==> src/rtl/alu_pkg.sv <==
// Shared definitions for the ALU issue stage: opcode encodings, FSM states,
// and the opcode decode helpers used by the stage controller.
package alu_pkg;

  localparam int unsigned ALU_DATA_WIDTH    = 8;
  localparam int unsigned ALU_OPCODE_LENGTH = 4;
  localparam int unsigned VECTOR_LENGTH     = ALU_OPCODE_LENGTH + 2 * ALU_DATA_WIDTH;

  typedef logic [ALU_OPCODE_LENGTH-1:0] opcode_t;

  localparam opcode_t OP_NOP       = 4'b0000;
  localparam opcode_t OP_ADD       = 4'b0001;
  localparam opcode_t OP_SUB       = 4'b0010;
  localparam opcode_t OP_MULT      = 4'b0011;
  localparam opcode_t OP_DIVIDE    = 4'b0100;
  localparam opcode_t OP_AND       = 4'b0110;
  localparam opcode_t OP_OR        = 4'b0111;
  localparam opcode_t OP_ZERO_TEST = 4'b1001;
  localparam opcode_t OP_GT        = 4'b1010;
  localparam opcode_t OP_EQ        = 4'b1011;
  localparam opcode_t OP_LT        = 4'b1100;
  localparam opcode_t OP_LDI       = 4'b1111;

  typedef enum logic {
    IDLE = 1'b0,
    EXEC = 1'b1
  } state_t;

  // MULT and DIVIDE use the long ALU latency.
  function automatic logic is_muldiv(input opcode_t op);
    return (op == OP_MULT) || (op == OP_DIVIDE);
  endfunction

  // Ops whose result lands in rd; compare/test ops only touch the flags.
  function automatic logic writes_rd(input opcode_t op);
    return (op == OP_ADD) || (op == OP_SUB) || (op == OP_MULT) ||
           (op == OP_DIVIDE) || (op == OP_AND) || (op == OP_OR);
  endfunction

  // Unassigned encodings: consumed without retiring.
  function automatic logic is_illegal(input opcode_t op);
    return (op == 4'b0101) || (op == 4'b1000) || (op == 4'b1101) || (op == 4'b1110);
  endfunction

endpackage

==> src/rtl/alu_issue_stage_if.sv <==
// Instruction handshake plus ALU vector/result bus of the issue stage.
// slave: the issue stage; master: the instruction source and the ALU side.
interface alu_issue_stage_if #(
  parameter int unsigned DATA_WIDTH    = 8,
  parameter int unsigned OPCODE_LENGTH = 4
);

  logic [15:0]                           instr_in;
  logic                                  instr_valid;
  logic                                  instr_ready;
  logic [OPCODE_LENGTH+2*DATA_WIDTH-1:0] opcode_inputs;
  logic [DATA_WIDTH-1:0]                 final_output;
  logic                                  carry_output;
  logic                                  zero_flag;

  modport slave (
    input  instr_in, instr_valid, final_output, carry_output, zero_flag,
    output instr_ready, opcode_inputs
  );

  modport master (
    output instr_in, instr_valid, final_output, carry_output, zero_flag,
    input  instr_ready, opcode_inputs
  );

endinterface

==> src/rtl/alu_regfile.sv <==
// 8x8 register file: two combinational operand read ports, one debug read
// port, one synchronous write port, asynchronous clear.
module alu_regfile #(
  parameter int unsigned DATA_WIDTH = 8,
  parameter int unsigned REG_ADDR_W = 3
) (
  input  logic                  clk,
  input  logic                  reset_in,
  input  logic                  we_i,
  input  logic [REG_ADDR_W-1:0] waddr_i,
  input  logic [DATA_WIDTH-1:0] wdata_i,
  input  logic [REG_ADDR_W-1:0] raddr_a_i,
  output logic [DATA_WIDTH-1:0] rdata_a_o,
  input  logic [REG_ADDR_W-1:0] raddr_b_i,
  output logic [DATA_WIDTH-1:0] rdata_b_o,
  input  logic [REG_ADDR_W-1:0] dbg_addr_i,
  output logic [DATA_WIDTH-1:0] dbg_data_o
);

  localparam int unsigned NREGS = 1 << REG_ADDR_W;

  logic [DATA_WIDTH-1:0] regs_q [NREGS];

  // Register storage: cleared on reset, single write per cycle.
  always_ff @(posedge clk or posedge reset_in) begin
    if (reset_in) begin
      for (int unsigned i = 0; i < NREGS; i++) begin
        regs_q[i] <= '0;
      end
    end else if (we_i) begin
      regs_q[waddr_i] <= wdata_i;
    end
  end

  assign rdata_a_o  = regs_q[raddr_a_i];
  assign rdata_b_o  = regs_q[raddr_b_i];
  assign dbg_data_o = regs_q[dbg_addr_i];

endmodule

==> src/rtl/alu_issue_stage.sv <==
// ALU issue stage: accepts one instruction at a time, reads operands, holds
// the packed ALU opcode vector for the op latency, then writes back result
// and flags. Optional macro ALU_ISSUE_PERF_EN adds retire/busy counters.
module alu_issue_stage
  import alu_pkg::*;
#(
  parameter int unsigned DATA_WIDTH     = 8,
  parameter int unsigned OPCODE_LENGTH  = 4,
  parameter int unsigned REG_ADDR_W     = 3,
  parameter int unsigned ALU_LATENCY    = 2,
  parameter int unsigned MULDIV_LATENCY = 6
) (
  input  logic                  clk,
  input  logic                  reset_in,
  alu_issue_stage_if.slave      bus,
  output logic                  flag_carry,
  output logic                  flag_zero,
  output logic                  retire,
  output logic                  illegal_op,
  input  logic [REG_ADDR_W-1:0] dbg_addr,
  output logic [DATA_WIDTH-1:0] dbg_data
`ifdef ALU_ISSUE_PERF_EN
  ,
  output logic [15:0]           perf_retired,
  output logic [15:0]           perf_busy
`endif
);

  localparam int unsigned VEC_W   = OPCODE_LENGTH + 2 * DATA_WIDTH;
  localparam int unsigned MAX_LAT = (ALU_LATENCY > MULDIV_LATENCY) ? ALU_LATENCY : MULDIV_LATENCY;
  localparam int unsigned CNT_W   = (MAX_LAT > 1) ? $clog2(MAX_LAT) : 1;

  state_t                state_q, state_d;
  logic [CNT_W-1:0]      cnt_q, cnt_d;
  logic [VEC_W-1:0]      vec_q, vec_d;
  opcode_t               op_q, op_d;
  logic [REG_ADDR_W-1:0] rd_q, rd_d;
  logic                  retire_q, retire_d;
  logic                  illegal_q, illegal_d;
  logic                  flag_c_q, flag_c_d;
  logic                  flag_z_q, flag_z_d;

  opcode_t               instr_op;
  logic [REG_ADDR_W-1:0] instr_rd, instr_rs1, instr_rs2;
  logic [DATA_WIDTH-1:0] imm;
  logic [DATA_WIDTH-1:0] rs1_data, rs2_data;
  logic                  accept;

  logic                  rf_we;
  logic [REG_ADDR_W-1:0] rf_waddr;
  logic [DATA_WIDTH-1:0] rf_wdata;

  assign instr_op  = bus.instr_in[15:12];
  assign instr_rd  = REG_ADDR_W'(bus.instr_in[11:9]);
  assign instr_rs1 = REG_ADDR_W'(bus.instr_in[8:6]);
  assign instr_rs2 = REG_ADDR_W'(bus.instr_in[5:3]);
  assign imm       = DATA_WIDTH'(bus.instr_in[7:0]);

  assign bus.instr_ready   = (state_q == IDLE) && !reset_in;
  assign accept            = bus.instr_valid && bus.instr_ready;
  assign bus.opcode_inputs = vec_q;

  assign flag_carry = flag_c_q;
  assign flag_zero  = flag_z_q;
  assign retire     = retire_q;
  assign illegal_op = illegal_q;

  alu_regfile #(
    .DATA_WIDTH (DATA_WIDTH),
    .REG_ADDR_W (REG_ADDR_W)
  ) u_regfile (
    .clk        (clk),
    .reset_in   (reset_in),
    .we_i       (rf_we),
    .waddr_i    (rf_waddr),
    .wdata_i    (rf_wdata),
    .raddr_a_i  (instr_rs1),
    .rdata_a_o  (rs1_data),
    .raddr_b_i  (instr_rs2),
    .rdata_b_o  (rs2_data),
    .dbg_addr_i (dbg_addr),
    .dbg_data_o (dbg_data)
  );

  // Controller state and registered outputs.
  always_ff @(posedge clk or posedge reset_in) begin
    if (reset_in) begin
      state_q   <= IDLE;
      cnt_q     <= '0;
      vec_q     <= '0;
      op_q      <= OP_NOP;
      rd_q      <= '0;
      retire_q  <= 1'b0;
      illegal_q <= 1'b0;
      flag_c_q  <= 1'b0;
      flag_z_q  <= 1'b0;
    end else begin
      state_q   <= state_d;
      cnt_q     <= cnt_d;
      vec_q     <= vec_d;
      op_q      <= op_d;
      rd_q      <= rd_d;
      retire_q  <= retire_d;
      illegal_q <= illegal_d;
      flag_c_q  <= flag_c_d;
      flag_z_q  <= flag_z_d;
    end
  end

  // Next-state decode: IDLE accepts and dispatches, EXEC counts down the
  // latency and writes back on the final count. The single regfile write port
  // is shared: LDI writes on accept, ALU ops on completion, never together.
  always_comb begin
    state_d   = state_q;
    cnt_d     = cnt_q;
    vec_d     = vec_q;
    op_d      = op_q;
    rd_d      = rd_q;
    retire_d  = 1'b0;
    illegal_d = 1'b0;
    flag_c_d  = flag_c_q;
    flag_z_d  = flag_z_q;
    rf_we     = 1'b0;
    rf_waddr  = '0;
    rf_wdata  = '0;

    unique case (state_q)
      IDLE: begin
        if (accept) begin
          if (is_illegal(instr_op)) begin
            illegal_d = 1'b1;
          end else if (instr_op == OP_NOP) begin
            retire_d = 1'b1;
          end else if (instr_op == OP_LDI) begin
            rf_we    = 1'b1;
            rf_waddr = instr_rd;
            rf_wdata = imm;
            retire_d = 1'b1;
          end else begin
            vec_d   = {OPCODE_LENGTH'(instr_op), rs1_data, rs2_data};
            op_d    = instr_op;
            rd_d    = instr_rd;
            cnt_d   = is_muldiv(instr_op) ? CNT_W'(MULDIV_LATENCY - 1)
                                          : CNT_W'(ALU_LATENCY - 1);
            state_d = EXEC;
          end
        end
      end
      EXEC: begin
        if (cnt_q == '0) begin
          if (writes_rd(op_q)) begin
            rf_we    = 1'b1;
            rf_waddr = rd_q;
            rf_wdata = bus.final_output;
          end
          flag_c_d = bus.carry_output;
          flag_z_d = bus.zero_flag;
          retire_d = 1'b1;
          state_d  = IDLE;
        end else begin
          cnt_d = cnt_q - CNT_W'(1);
        end
      end
      default: state_d = IDLE;
    endcase
  end

`ifdef ALU_ISSUE_PERF_EN
  logic [15:0] perf_retired_q;
  logic [15:0] perf_busy_q;

  // Retire count wraps; busy-cycle count saturates.
  always_ff @(posedge clk or posedge reset_in) begin
    if (reset_in) begin
      perf_retired_q <= '0;
      perf_busy_q    <= '0;
    end else begin
      if (retire_q) begin
        perf_retired_q <= perf_retired_q + 16'd1;
      end
      if ((state_q == EXEC) && (perf_busy_q != '1)) begin
        perf_busy_q <= perf_busy_q + 16'd1;
      end
    end
  end

  assign perf_retired = perf_retired_q;
  assign perf_busy    = perf_busy_q;
`endif

endmodule

==> src/flat_wrapper.sv <==
// flat-port wrapper written by rule: the top's interface ports become plain ports
module alu_issue_stage_flat import alu_pkg::*;
#(
  parameter int unsigned DATA_WIDTH     = 8,
  parameter int unsigned OPCODE_LENGTH  = 4,
  parameter int unsigned REG_ADDR_W     = 3,
  parameter int unsigned ALU_LATENCY    = 2,
  parameter int unsigned MULDIV_LATENCY = 6
)
  (clk, reset_in, flag_carry, flag_zero, retire, illegal_op, dbg_addr, dbg_data, bus_instr_in, bus_instr_valid, bus_final_output, bus_carry_output, bus_zero_flag, bus_instr_ready, bus_opcode_inputs);
  alu_issue_stage_if #(.DATA_WIDTH(DATA_WIDTH), .OPCODE_LENGTH(OPCODE_LENGTH)) bus_i ();
  input  logic clk;
  input  logic reset_in;
  output logic flag_carry;
  output logic flag_zero;
  output logic retire;
  output logic illegal_op;
  input  logic [REG_ADDR_W-1:0] dbg_addr;
  output logic [DATA_WIDTH-1:0] dbg_data;
  input wire logic [$bits(bus_i.instr_in)-1:0] bus_instr_in;
  input wire logic [$bits(bus_i.instr_valid)-1:0] bus_instr_valid;
  input wire logic [$bits(bus_i.final_output)-1:0] bus_final_output;
  input wire logic [$bits(bus_i.carry_output)-1:0] bus_carry_output;
  input wire logic [$bits(bus_i.zero_flag)-1:0] bus_zero_flag;
  output wire logic [$bits(bus_i.instr_ready)-1:0] bus_instr_ready;
  output wire logic [$bits(bus_i.opcode_inputs)-1:0] bus_opcode_inputs;
  assign bus_i.instr_in = bus_instr_in;
  assign bus_i.instr_valid = bus_instr_valid;
  assign bus_i.final_output = bus_final_output;
  assign bus_i.carry_output = bus_carry_output;
  assign bus_i.zero_flag = bus_zero_flag;
  assign bus_instr_ready = bus_i.instr_ready;
  assign bus_opcode_inputs = bus_i.opcode_inputs;
  alu_issue_stage #(.DATA_WIDTH(DATA_WIDTH), .OPCODE_LENGTH(OPCODE_LENGTH), .REG_ADDR_W(REG_ADDR_W), .ALU_LATENCY(ALU_LATENCY), .MULDIV_LATENCY(MULDIV_LATENCY)) u_core (.clk(clk), .reset_in(reset_in), .bus(bus_i), .flag_carry(flag_carry), .flag_zero(flag_zero), .retire(retire), .illegal_op(illegal_op), .dbg_addr(dbg_addr), .dbg_data(dbg_data));
endmodule
==> config.mk <==
export PLATFORM = sky130hd
export DESIGN_NAME = alu_issue_stage_flat
export DESIGN_NICKNAME = d
export VERILOG_FILES = /design/src/rtl/alu_pkg.sv /design/src/rtl/alu_issue_stage_if.sv /design/src/rtl/alu_regfile.sv /design/src/rtl/alu_issue_stage.sv /design/src/flat_wrapper.sv
export SDC_FILE = /design/constraint.sdc
export NUM_CORES = 1
export LEC_CHECK = 0
export BUFFER_PORTS_ARGS = -buffer_cell sky130_fd_sc_hd__buf_2
export CAP_MARGIN = 20
export CORE_MARGIN = 4
export CORE_UTILIZATION = 59
export DETAILED_ROUTE_END_ITERATION = 12
export GPL_TIMING_DRIVEN = 1
export HOLD_SLACK_MARGIN = 0.08
export PLACE_DENSITY = 0.76
export SKIP_CTS_REPAIR_TIMING = 1
export SYNTH_ARGS = -nofsm -noshare
export SYNTH_HDL_FRONTEND = slang
export SYNTH_HIERARCHICAL = 1
export SYNTH_SLANG_ARGS = --single-unit
==> constraint.sdc <==
create_clock -name clk -period 3.21 [get_ports clk]
set_input_delay 0.321 -clock clk [delete_from_list [all_inputs] [get_ports clk]]
set_output_delay 0.321 -clock clk [all_outputs]
set_load 0.02 [all_outputs]
# == Word level (Yosys, flattened, before mapping) ==
# Cells that the tools add are included.
# classes
addsub,1
order_cmp,5
eq_ne,18
mux,54
n_bitwise,8
n_reduce_logical,18
# op_table
cell,n
8-bit 2-to-1 mux,13
8-bit binary-select mux with 3-bit select,3
64-bit bitwise mux,1
3-bit 2-to-1 mux,12
8-bit demux with 3-bit select,1
"4-bit by 3-bit equality test with 1-bit output, second input constant",5
1-bit 2-to-1 mux,18
"4-bit equality test, second input constant",4
"4-bit >= comparator, second input constant",4
3-bit NOT with 4-bit output,4
8-bit case mux with 2 select lines,1
"4-bit by 2-bit equality test with 1-bit output, second input constant",3
3-bit case mux with 2 select lines,2
5-bit AND reduction,2
1-bit logical OR,9
"2-bit != test, second input constant",4
1-bit case mux with 2 select lines,3
"4-bit by 1-bit equality test with 1-bit output, second input constant",1
4-bit zero test,1
"4-bit by 1-bit < comparator with 1-bit output, second input constant",1
1-bit NOT,4
1-bit logical AND,3
3-bit zero test,1
"3-bit by 1-bit subtractor with 3-bit output, second input constant",1
3 further kinds,3
# totals
ff_bits,99
inputBits,32
output_inout_bits,33
word_cells,121

# == Longest topological paths before layout ==
# depth
word_depth,15
mapped_depth,10
depth_no_buf,7

# == By module ==
# Netlist, hierarchy kept.
# by_module_without_submodules
module,instances,cells_each,area_per_inst_um2,seq_area_each_um2
alu_regfile,1,231,4082.7,1601.5
alu_issue_stage,1,112,1544.0,775.7

# == Least setup slack after synthesis ==
# OpenSTA, ideal clock, no wires.
# synth_timing
kind,register to register
start,register u_core.state_q
end,register u_core/u_regfile/regs_q[48] (netlist bit)
setup_time_ns,0.125
t_arrival_ns,2.316
t_required_ns,3.085
slack_ns,0.769
stages_incl_launch_ff,10
path_buffers,3
synth_period_minus_slack_ns,2.441
cell_sequence,dfrtp_1 nor2_2 nand2_1 nor2_1 buf_2 a22o_1 buf_2 nor4bb_1 buf_2 mux2_2
# synth_via
elab_chain_len,11
word_cells_on_any_way,16
cone_classes,order compare: 2; mux: 9; bitwise: 2; reduce/logical: 3
# synth_lines
element,line_no,source
start: declaration,alu_issue_stage.sv:33,"state_t state_q, state_d;"
start signal: assignment,alu_issue_stage.sv:98,state_q <= state_d;
1-bit NOT (no line) (*),--,
1-bit logical AND (*),alu_issue_stage.sv:59,assign bus.instr_ready = (state_q == IDLE) && !reset_in;
via bus_instr_ready,flat_wrapper.sv:25,output wire logic [$bits(bus_i.instr_ready)-1:0] bus_instr_ready;
1-bit logical AND (*),alu_issue_stage.sv:60,assign accept = bus.instr_valid && bus.instr_ready;
3-bit 2-to-1 mux (*),alu_issue_stage.sv:129,if (accept) begin
3-bit case mux with 2 select lines (*),alu_issue_stage.sv:127,unique case (state_q)
via u_core.rf_waddr[0],alu_issue_stage.sv:50,logic [REG_ADDR_W-1:0] rf_waddr;
3-bit NOT with 4-bit output (implied by the code) (*),alu_regfile.sv:31,regs_q[waddr_i] <= wdata_i;
4-bit >= comparator (implied by the code) / 4-bit by 1-bit < comparator with 1-bit output (equally long branches),alu_regfile.sv:31,
1-bit logical AND (implied by the code),alu_regfile.sv:31,
8-bit 2-to-1 mux (implied by the code),alu_regfile.sv:31,
8-bit demux with 3-bit select (*),alu_regfile.sv:31,
64-bit bitwise mux (*),alu_regfile.sv:31,
end signal: indexed assignment,alu_regfile.sv:31,
end: declaration,alu_regfile.sv:22,logic [DATA_WIDTH-1:0] regs_q [NREGS];
# Mark *: on every way through the listed nets, which the timed path passes. The rest lies on a longest branch.
# A chain may end at the register's enable or synchronous reset.

# == Worst setup path after layout ==
# layout_timing
start,register u_core.cnt_q[0]
end,register u_core/u_regfile/regs_q[39] (netlist bit)
# layout_via
elab_chain_len,9
word_cells_on_any_way,14
cone_classes,order compare: 2; mux: 9; bitwise: 1; reduce/logical: 2
# layout_lines
element,line_no,source
start: declaration,alu_issue_stage.sv:34,"logic [CNT_W-1:0] cnt_q, cnt_d;"
start signal: assignment,alu_issue_stage.sv:99,cnt_q <= cnt_d;
3-bit zero test (*),alu_issue_stage.sv:150,if (cnt_q == '0) begin
3-bit 2-to-1 mux (*),alu_issue_stage.sv:150,
3-bit case mux with 2 select lines (*),alu_issue_stage.sv:127,
via u_core.rf_waddr[0],alu_issue_stage.sv:50,
3-bit NOT with 4-bit output (implied by the code) (*),alu_regfile.sv:31,
4-bit >= comparator (implied by the code) / 4-bit by 1-bit < comparator with 1-bit output (equally long branches),alu_regfile.sv:31,
1-bit logical AND (implied by the code),alu_regfile.sv:31,
8-bit 2-to-1 mux (implied by the code),alu_regfile.sv:31,
8-bit demux with 3-bit select (*),alu_regfile.sv:31,
64-bit bitwise mux (*),alu_regfile.sv:31,
# Marks and branches as above.

==> impl_metrics.env <==
export IMPL_clkPwrFrac_pct=25.8
export IMPL_worstSetupPathType="flop to flop"
export IMPL_critPathRequiredTime_ps=3460
export IMPL_synth_cell_types=38
export IMPL_n_antenna_cell=0
export IMPL_slew_headroom_pct=44.2
export IMPL_hold_path_class="primary input to flop"
export IMPL_finClkSkew_ps=8.12
export IMPL_drt_met1_wl_um=5770
export IMPL_start_util_pct=60.9
export IMPL_reg2reg_setup_slack_ps=380
export IMPL_vias=3477
export IMPL_wl_met2_um=6150
export IMPL_synth_nets=377
export IMPL_seqCellArea_sq_um=2380
export IMPL_cts_buffers=9
export IMPL_hold_path_depth=2
export IMPL_crit_chain="inv_1, ha_1, nand3b_1, nor3_2, buf_4, a22o_1, nand4b_1, mux2_2"
export IMPL_power_leakage_nw=3.19
export IMPL_drive_gt1_share_pct=54.9
export IMPL_route_top_layer_used="met4"
export IMPL_grt_pass1_vias=3522
export IMPL_ys_warn_count=6
export IMPL_yosysTopAreaCell="dfrtp_1"
export IMPL_ys_async_sr_fraction_pct=100
export IMPL_hold_path_startpoint="bus_zero_flag"
export IMPL_grt_overflow=0
export IMPL_synth_top_flop_cell="dfrtp_1"
export IMPL_grt_pass1_wl_um=20800
export IMPL_routed_via_density=6.47
export IMPL_die_area_sq_um=11200
export IMPL_drv_slew=0
export IMPL_cts_sinks=95
export IMPL_r2r_end="u_core/u_regfile/regs_q[39]$_DFFE_PP0P_"
export IMPL_synth_area_leaders="dfrtp_1 42%, mux2_2 19%, mux4_1 19%, mux2_4 4.5%, mux4_2 2.8%"
export IMPL_path_clk_slew_ps=80
export IMPL_syn_inst=343
export IMPL_cp_start_kind="flop"
export IMPL_first_iter_violations=205
export IMPL_critical_path_buf_inv_count=2
export IMPL_peakVddDrop_uv=221
export IMPL_fmax_mhz=354
export IMPL_layout_setup_ws_ps=383
export IMPL_grt_start_max_net_pins=65
export IMPL_syn_area_sq_um=5630
export IMPL_cp_max_fo=10
export IMPL_wl_per_cell_um=24.2
export IMPL_syn_area_per_cell_sq_um=16.4
export IMPL_nets=437
export IMPL_place_ws_ps=420
export IMPL_yosys_register_bits=95
export IMPL_place_congestion=0.807
export IMPL_fillers=679
export IMPL_p_per_area_nw_per_um2=451
export IMPL_tns_ps=0
export IMPL_fp_dieW_um=106
export IMPL_cp_end_kind="flop"
export IMPL_final_antenna_net_count=0
export IMPL_worstHoldEndpoint="u_core/flag_zero$_DFFE_PP0P_"
export IMPL_clk_latency_ps=360
export IMPL_area_delta_synth_final_pct=10.1
export IMPL_worst_path_max_delay_cell="nand4b_1"
export IMPL_drc=0
export IMPL_rows=35
export IMPL_rr_startpoint="u_core/cnt_q[0]$_DFFE_PP0P_"
export IMPL_multi_input_area_sq_um=3030
export IMPL_status="completed"
export IMPL_synth_top_cell_area_share_pct=42.3
export IMPL_max_stage_delay_ps=540
export IMPL_tightest_slew_ps=833
export IMPL_hold_viol=0
export IMPL_maxCapViolations=0
export IMPL_cts_root_buffer="clkbuf_8"
export IMPL_worstPathArrival_ps=3070
export IMPL_cts_htree_levels=3
export IMPL_rsz0062_at_grt="no"
export IMPL_r2r_cells=8
export IMPL_netSwitchingFraction_pct=30.9
export IMPL_drt_wl_total_um=13000
export IMPL_wl_met3_um=929
export IMPL_fin_crit_ps=2830
export IMPL_cts_path_max_buffers=2
export IMPL_combPwrFrac_pct=24.1
export IMPL_io_pins=65
export IMPL_synth_common_cells="97 x mux2_2, 95 x dfrtp_1, 41 x mux4_1"
export IMPL_setup_viol=0
export IMPL_chipHeight_um=106
export IMPL_antenna_found_initial=0
export IMPL_seq_power_share_pct=50.1
export IMPL_grt_use_total_pct=24.7
export IMPL_p_int_mw=1.93
export IMPL_yosysSeqAreaShare_pct=42.3
export IMPL_fp_coreArea_sq_um=9240
export IMPL_first_pass_iters=4
export IMPL_detailed_place_hpwl_um=8890
export IMPL_io_buffers=64
export IMPL_synth_most_common_cell="mux2_2"
export IMPL_synth_edff_count=0
export IMPL_fin_crit_sh_pct=88.1
export IMPL_cts_tree="built"
export IMPL_power_switching_mw=0.864
export IMPL_cp_top_family="simple AND/OR/NAND/NOR gates"
==> area by class of cell <==
cell class | count | share of cell area [%]
repair buffers | 78 | 6.91
clock inverters | 5 | 0.545
flip-flops and latches | 95 | 38.4
clock buffers | 11 | 2.28
inverters | 5 | 0.303
well taps | 129 | 2.61
multi-input cells | 214 | 49.0
==> stage by stage <==
| stage | instances | power [mW] | cell area [sq um] | utilization [%] | hold slack, ps |
|---|---|---|---|---|---|
| floorplan | 343 | 1.91 | 5630 | - | 425 |
| global placement | 520 | 2.07 | 6010 | 65.0 | 447 |
| detailed placement | 520 | 2.09 | 6010 | 65.0 | 448 |
| CTS | 536 | 2.81 | 6180 | 66.9 | 47.8 |
| global route | 537 | 2.94 | 6190 | 67.0 | 191 |
| finish | 537 | 2.79 | 6190 | 67.0 | 196 |
==> power groups by stage <==
stage	registers [mW]	logic, mW	clock network (mW)
2_1_floorplan	1.46	0.445	0
3_3_place_gp	1.41	0.654	0
3_5_place_dp	1.42	0.669	0
4_1_cts	1.40	0.672	0.743
5_1_grt	1.42	0.724	0.798
6_report	1.40	0.672	0.721
==> worst max path at each step <==
stage                                start                                 endpoint  slack, ps  cells past startpoint
5_1_grt        u_core/cnt_q[0]$_DFFE_PP0P_  u_core/u_regfile/regs_q[36]$_DFFE_PP0P_        230                      8
6_report       u_core/cnt_q[0]$_DFFE_PP0P_  u_core/u_regfile/regs_q[39]$_DFFE_PP0P_        380                      8
2_1_floorplan     u_core/state_q$_DFF_PP0_  u_core/u_regfile/regs_q[48]$_DFFE_PP0P_        770                      9
4_1_cts        u_core/cnt_q[0]$_DFFE_PP0P_  u_core/u_regfile/regs_q[11]$_DFFE_PP0P_        410                      9
3_3_place_gp   u_core/cnt_q[0]$_DFFE_PP0P_   u_core/u_regfile/regs_q[8]$_DFFE_PP0P_        500                      9
3_5_place_dp   u_core/cnt_q[0]$_DFFE_PP0P_   u_core/u_regfile/regs_q[9]$_DFFE_PP0P_        420                      9
==> layout by cell type, fill, tap and decap left out, types with 3 or more instances in the layout <==
cell type  synthesis  routed
buf_4              1      13
mux2_4            17      17
o21ai_0            3       3
a22o_1            11      11
mux4_2             7       7
nor2_1             3       3
nand4b_1           3       3
nor4bb_2           0       3
nand3b_1           3       3
buf_2             12      64
clkbuf_8           0      10
inv_1              5       4
mux4_1            41      41
mux2_2            97      97
dfrtp_1           95      95
==> registers in the layout (all words and copies together) (netlist names) <==
register,flops
u_core/rd_q,3
u_core/state_q,1
u_core/bus.opcode_inputs,20
u_core/u_regfile/regs_q,64
u_core/illegal_op,1
u_core/cnt_q,3
u_core/flag_zero,1
u_core/retire,1
u_core/flag_carry,1
==> metal layers <==
metal,vias to the layer above,GRT usage [%]
met5,-,0
met4,0,4.63
met3,11,7.10
met2,127,38.8
met1,1843,35.0
li1,1496,-
==> cell families after synthesis <==
logic type / count (synthesis) / share of synthesized area, %
simple gates: 26 / 3.40
flops: 95 / 42.3
mux: 162 / 45.9
compound gates: 21 / 3.14
buf+inv: 34 / 4.27
xor+xnor: 3 / 0.601
fa+ha+maj: 2 / 0.445
(Power assumes the default switching activity.)
